$ cat config.mk
export PLATFORM = sky130hd
export DESIGN_NAME = orpsoc_reset_sequencer
export DESIGN_NICKNAME = d
export VERILOG_FILES = /design/src/rtl/orpsoc_reset_sequencer.sv
export SDC_FILE = /design/constraint.sdc
export NUM_CORES = 1
export LEC_CHECK = 0
export CAP_MARGIN = 20
export CORE_ASPECT_RATIO = 2
export CORE_MARGIN = 1
export CORE_UTILIZATION = 30
export DETAILED_ROUTE_END_ITERATION = 10
export GPL_ROUTABILITY_DRIVEN = 0
export PLACE_DENSITY_LB_ADDON = 0.05
export SLEW_MARGIN = 30
export SYNTH_ARGS = -nofsm -noshare
export SYNTH_HDL_FRONTEND = slang
export SYNTH_SLANG_ARGS = --single-unit
$ cat constraint.sdc
create_clock -name wb_clk_i -period 2.8 [get_ports wb_clk_i]
set_clock_uncertainty 0.1 [all_clocks]
set_input_delay 0.56 -clock wb_clk_i [delete_from_list [all_inputs] [get_ports wb_clk_i]]
set_output_delay 0.56 -clock wb_clk_i [all_outputs]
set_load 0.01 [all_outputs]
$ cat src/rtl/orpsoc_reset_sequencer.sv
`default_nettype none
// ============================================================================
//  Module      : orpsoc_reset_sequencer
//  Description : Reset/boot sequencer for the multi-core OR1K SoC.
//                Synchronises an asynchronous active-low reset, holds the
//                wishbone fabric in reset for a fixed time, waits for the
//                program image to be loaded, then releases the cores in
//                index order, STAGGER_CYCLES apart. Once running, each core
//                can be given a fixed-length debug reset pulse.
//  Revision    : 1.0 - initial release
// ----------------------------------------------------------------------------
//  Ports
//   wb_clk_i        in   1          system clock, rising edge
//   wb_rst_n_i      in   1          async active-low reset (sync deassert)
//   load_done_i     in   1          program image loaded (level)
//   core_en_i       in   NUM_CORES  per-core start enable (level)
//   core_rst_req_i  in   NUM_CORES  per-core debug reset request (pulse)
//   wb_rst_o        out  1          active-high fabric/memory reset
//   core_rst_o      out  NUM_CORES  active-high per-core reset
//   seq_done_o      out  1          boot sequence has reached RUN
// ============================================================================
module orpsoc_reset_sequencer #(
   parameter int NUM_CORES       = 2,
   parameter int SYNC_STAGES     = 2,
   parameter int BUS_HOLD_CYCLES = 16,
   parameter int STAGGER_CYCLES  = 8,
   parameter int CORE_RST_CYCLES = 4,
   parameter int CNT_W           = 8
) (
   input  logic                 wb_clk_i,
   input  logic                 wb_rst_n_i,
   input  logic                 load_done_i,
   input  logic [NUM_CORES-1:0] core_en_i,
   input  logic [NUM_CORES-1:0] core_rst_req_i,
   output logic                 wb_rst_o,
   output logic [NUM_CORES-1:0] core_rst_o,
   output logic                 seq_done_o
);

   // Core index width; a single-core build still needs a one-bit index.
   localparam int IDX_W = (NUM_CORES > 1) ? $clog2(NUM_CORES) : 1;

   localparam logic [IDX_W-1:0] LAST_IDX = IDX_W'(NUM_CORES - 1);

   // Counters run down to zero, so each load value is "cycles - 1".
   localparam logic [CNT_W-1:0] BUS_LOAD     = CNT_W'(BUS_HOLD_CYCLES - 1);
   localparam logic [CNT_W-1:0] STAGGER_LOAD = CNT_W'(STAGGER_CYCLES - 1);
   localparam logic [CNT_W-1:0] CORE_LOAD    = CNT_W'(CORE_RST_CYCLES - 1);

   localparam logic [2:0] S_HOLD      = 3'd0;
   localparam logic [2:0] S_BUS       = 3'd1;
   localparam logic [2:0] S_WAIT_LOAD = 3'd2;
   localparam logic [2:0] S_RELEASE   = 3'd3;
   localparam logic [2:0] S_RUN       = 3'd4;

   logic [SYNC_STAGES-1:0] sync_chain;
   logic                   rst_s;
   logic [2:0]             state;
   logic [CNT_W-1:0]       cnt;
   logic [IDX_W-1:0]       idx;
   logic [CNT_W-1:0]       dbg_cnt [NUM_CORES];
   logic [NUM_CORES-1:0]   dbg_active;

   // ------------------------------------------------------------------------
   // Reset synchroniser: asserts immediately with wb_rst_n_i, deasserts only
   // after SYNC_STAGES clean edges so the FSM never sees a metastable release.
   // ------------------------------------------------------------------------
   always_ff @(posedge wb_clk_i or negedge wb_rst_n_i) begin
      if (!wb_rst_n_i) begin
         sync_chain <= '0;
      end else begin
         sync_chain <= {sync_chain[SYNC_STAGES-2:0], 1'b1};
      end
   end

   assign rst_s = ~sync_chain[SYNC_STAGES-1];

   // ------------------------------------------------------------------------
   // Boot sequencer. All outputs are registered here so the downstream
   // SoC never sees combinational decode glitches on its reset lines.
   // ------------------------------------------------------------------------
   always_ff @(posedge wb_clk_i or negedge wb_rst_n_i) begin
      if (!wb_rst_n_i) begin
         state      <= S_HOLD;
         cnt        <= '0;
         idx        <= '0;
         wb_rst_o   <= 1'b1;
         core_rst_o <= '1;
         seq_done_o <= 1'b0;
         dbg_active <= '0;
         for (int k = 0; k < NUM_CORES; k++) begin
            dbg_cnt[k] <= '0;
         end
      end else begin
         case (state)
            S_HOLD: begin
               if (!rst_s) begin
                  state <= S_BUS;
                  cnt   <= BUS_LOAD;
               end
            end

            S_BUS: begin
               wb_rst_o <= 1'b1;
               if (cnt != '0) begin
                  cnt <= cnt - 1'b1;
               end else begin
                  wb_rst_o <= 1'b0;
                  state    <= S_WAIT_LOAD;
               end
            end

            S_WAIT_LOAD: begin
               // Once the image is seen the sequence commits; a later drop
               // of load_done_i is deliberately ignored.
               if (load_done_i) begin
                  state <= S_RELEASE;
                  idx   <= '0;
                  cnt   <= '0;
               end
            end

            S_RELEASE: begin
               // Cores already passed over while disabled are released as
               // soon as their enable appears; they do not wait for a slot.
               for (int k = 0; k < NUM_CORES; k++) begin
                  if ((k < int'(idx)) && core_en_i[k]) begin
                     core_rst_o[k] <= 1'b0;
                  end
               end
               if (cnt != '0) begin
                  cnt <= cnt - 1'b1;
               end else begin
                  // A disabled core costs a single cycle and no stagger gap.
                  if (core_en_i[idx]) begin
                     core_rst_o[idx] <= 1'b0;
                     cnt             <= STAGGER_LOAD;
                  end
                  if (idx == LAST_IDX) begin
                     state <= S_RUN;
                  end else begin
                     idx <= idx + 1'b1;
                  end
               end
            end

            S_RUN: begin
               seq_done_o <= 1'b1;
               for (int k = 0; k < NUM_CORES; k++) begin
                  if (core_rst_req_i[k]) begin
                     // New request (or retrigger) restarts the full pulse.
                     core_rst_o[k] <= 1'b1;
                     dbg_active[k] <= 1'b1;
                     dbg_cnt[k]    <= CORE_LOAD;
                  end else if (dbg_active[k]) begin
                     if (dbg_cnt[k] != '0) begin
                        dbg_cnt[k] <= dbg_cnt[k] - 1'b1;
                     end else begin
                        dbg_active[k] <= 1'b0;
                        // A disabled core stays held until enabled.
                        if (core_en_i[k]) begin
                           core_rst_o[k] <= 1'b0;
                        end
                     end
                  end else if (core_en_i[k]) begin
                     // Late enable of a core that was never released.
                     core_rst_o[k] <= 1'b0;
                  end
               end
            end

            default: begin
               state <= S_HOLD;
            end
         endcase
      end
   end

endmodule
`default_nettype wire
==> results.md <==
- Buf/Inv on CP: 1
- CTS tree: built
- Post-Synthesis Cells: 227
- Pwr/cell area: 778 nW/um^2
- Ports: 11
- Core Area: 6890 um^2
- Syn_nets: 239
- # hold bufs at CTS: 0
- Initial antenna violation count: 0
- Initial Util: 0.309
- Top routing layer in use: met4
- Largest net degree at the start of global routing: 37
- Post-synth top area share: 0.388
- Yosys top cell by area: dfrtp_1
- Routed wl met2: 3.27 mm
- Clock sink count: 36
- Status: complete, no violations
- Row count: 43
- Xor and xnor area share after synthesis: 0
- Buffers on Ports: 10
- FF+latch count, synth: 36
- EDFF count, synth: 0
- Via count: 1774
- Vias in the first global route: 1732
- Final TNS setup: 0 ns
- RSZ-0062 raised after global routing: false
- Total GRT Usage: 0.169
- Final ANT Viol Nets: 0
- Maxcap violations: 0
- Final worst-path cycle share: 0.802
- CP delay by family, top: simple AND/OR/NAND/NOR gates
- CTS buffer count: 5
- Clock-pin slew on the worst setup and hold paths: 0.06 ns
- Die area: 7460 um^2
- Pleak: 1.07 nW
- Arr. time, crit path: 2.29 ns
- Largest family of logic cells by synthesized area: simple AND/OR/NAND/NOR gates
- Final nets: 257
- Compound-Gate Fraction of Synth Area: 0.200
- Clock Tree Root: clkbuf_16
- Iteration-0 DRC Markers: 87
- Multiplexer area fraction after synthesis: 0.0506
- Die height: 121 um
- Synth top area cells: dfrtp_1 39%, dfstp_2 3.7%, a21oi_1 3.3%, mux2_2 3.2%, ha_1 2.9%
- Met3 routed WL: 98 um
- Routed wire length: 5.63 mm
- Largest stage delay on the critical path: 0.52 ns
- Simple-gate portion of the synthesized area: 0.247
- Top FF cell, synth: dfrtp_1
- Met1 WL: 2.13 mm
- Startpoint types: input pin
- DR pass1 iterations: 6
- Sequential area share after synthesis: 0.425
- Final worst path period need: 2.25 ns
- Maximum vdd ir drop: 365 uV
- Share of cells above drive strength 1: 0.159
- Worst Max-Slew Pin Slew: 0.657 ns
- Ant diodes: 0
- Count leader, synth: dfrtp_1
- Post-CTS Resized: 0
- Distinct cells, synth: 61
- Asr flop ratio synth: 1.00
- # H-tree levels: 2
- CP Class: in2reg
- Fmax: 445 MHz
- Synth-to-Final Area Change: 18.5%
- First-pass GRT wire length: 8.82 mm
- DRC viols: 0
- Syn avg cell area: 9.38 um^2
- Die W: 61.6 um
- Grt total ovfl: 0
- # Post-CTS Setup Buffers: 0
- Clock Latency Late Sink: 0.28 ns
- Synth cell count leaders: 33 x dfrtp_1, 16 x inv_1, 14 x a21oi_1, 14 x nor2_1, 13 x nand2_1
- Clock Path Buffers: 2
- WL/cell: 16.8 um
- Worst setup EP type: register
- Relative slew margins: 0.558
- Max-slew violation count: 0
- Setup Viol. Count Final: 0
- Post-synthesis adder-cell area fraction: 0.0294
- Design area: 2520 um^2
- Critical-path top delay cell: o311ai_1
- CP required: 2.85 ns
- Vias per inst: 5.28
- Final hold vios: 0
- Post-Syn Area: 2130 um^2
- Placement Cell Area: 2370 um^2
- Critical Path Fanout Max: 5
- Hold WC Path Type: in2async
- Yosys warns: 0
- Crit-path cells: clkdlybuf4s50_1 -> or3b_2 -> o311ai_1 -> or4_1 -> a21oi_1
- Hpwl dp: 4.23 mm
## routing by layer
metal  GRT usage  up-vias
met3      0.0299        8
met4      0.0736        0
li1            -      875
met1       0.169      871
met2       0.315       20
met5           0        -
## layout make-up
| class | instances | area, um^2 |
|---|---|---|
| clock buffers | 8 | 146 |
| well taps | 90 | 113 |
| multi-input cells | 166 | 1130 |
| fillers | 739 | 4360 |
| repair buffers | 20 | 173 |
| flip-flops and latches | 36 | 905 |
| inverters | 16 | 60.1 |
## state kept, by name, indices dropped and copies added, names as in the netlist
name,cells
dbg_active,2
dbg_cnt,16
state,3
seq_done_o,1
cnt,8
idx,1
sync_chain,2
wb_rst_o,1
core_rst_o,2
## cells by family (layout without fill, tap and decap cells)
| group | count (synthesis) | in the layout |
|---|---|---|
| compound gates | 59 | 59 |
| fa+ha+maj | 5 | 5 |
| buf+inv | 25 | 44 |
| flops | 36 | 36 |
| mux | 10 | 10 |
| other cells | 1 | 1 |
| simple gates | 91 | 91 |
## cells in the final DEF (no fill, tap or decap), types with 4 or more instances in the layout
cell type	instances
a21oi_1	14
nor2_1	14
or4_1	7
clkbuf_16	5
o21ai_0	4
mux2i_1	4
ha_1	5
inv_1	16
nand2_1	13
buf_4	11
nand3_1	10
nor2b_1	4
nor4_1	4
nand2b_1	6
o31ai_1	5
mux2_2	6
clkdlybuf4s50_1	9
dfrtp_1	33
nor3_1	7
## worst reg2reg max path: stages, from the launching register on
cell     delay, ns
dfrtp_1       0.39
or3_1         0.50
o31ai_1       0.55
or4_1         0.21
mux2_2        0.33
## through the flow
step	hold slack (ns)	utilization	power [mW]	setup slack, ns	std cells
6_report	0.148	0.366	1.96	0.554	336
3_5_place_dp	0.239	0.345	1.41	0.278	328
5_1_grt	0.186	0.366	2.09	0.458	336
2_1_floorplan	0.164	-	1.15	0.718	227
3_3_place_gp	0.234	0.345	1.41	0.336	328
4_1_cts	0.250	0.366	2.00	0.579	336
## path summary, 6_finish.rpt
check | slack (ns) | cells after the start | from | to
min | 0.15 | 1 | wb_rst_n_i | cnt[6]$_DFFE_PN0P_
min in group wb_clk_i | 0.24 | 0 | sync_chain[0]$_DFF_PN0_ | sync_chain[1]$_DFF_PN0_
max | 0.55 | 5 | core_rst_req_i[0] | dbg_cnt[15]$_DFFE_PN0P_
max reg2reg | 0.60 | 4 | dbg_cnt[12]$_DFFE_PN0P_ | dbg_cnt[12]$_DFFE_PN0P_
max in group asynchronous | 2.09 | 1 | wb_rst_n_i | core_rst_o[0]$_DFFE_PN1P_
min reg2reg | 0.24 | 0 | sync_chain[0]$_DFF_PN0_ | sync_chain[1]$_DFF_PN0_
## power by group
| group | internal (mW) | switching, mW | leakage [nW] | total (mW) |
|---|---|---|---|---|
| sequential | 0.622 | 0.116 | 0.415 | 0.738 |
| combinational | 0.321 | 0.334 | 0.579 | 0.655 |
| clock | 0.355 | 0.214 | 0.0712 | 0.570 |
Power figures use the tool's default switching activity.
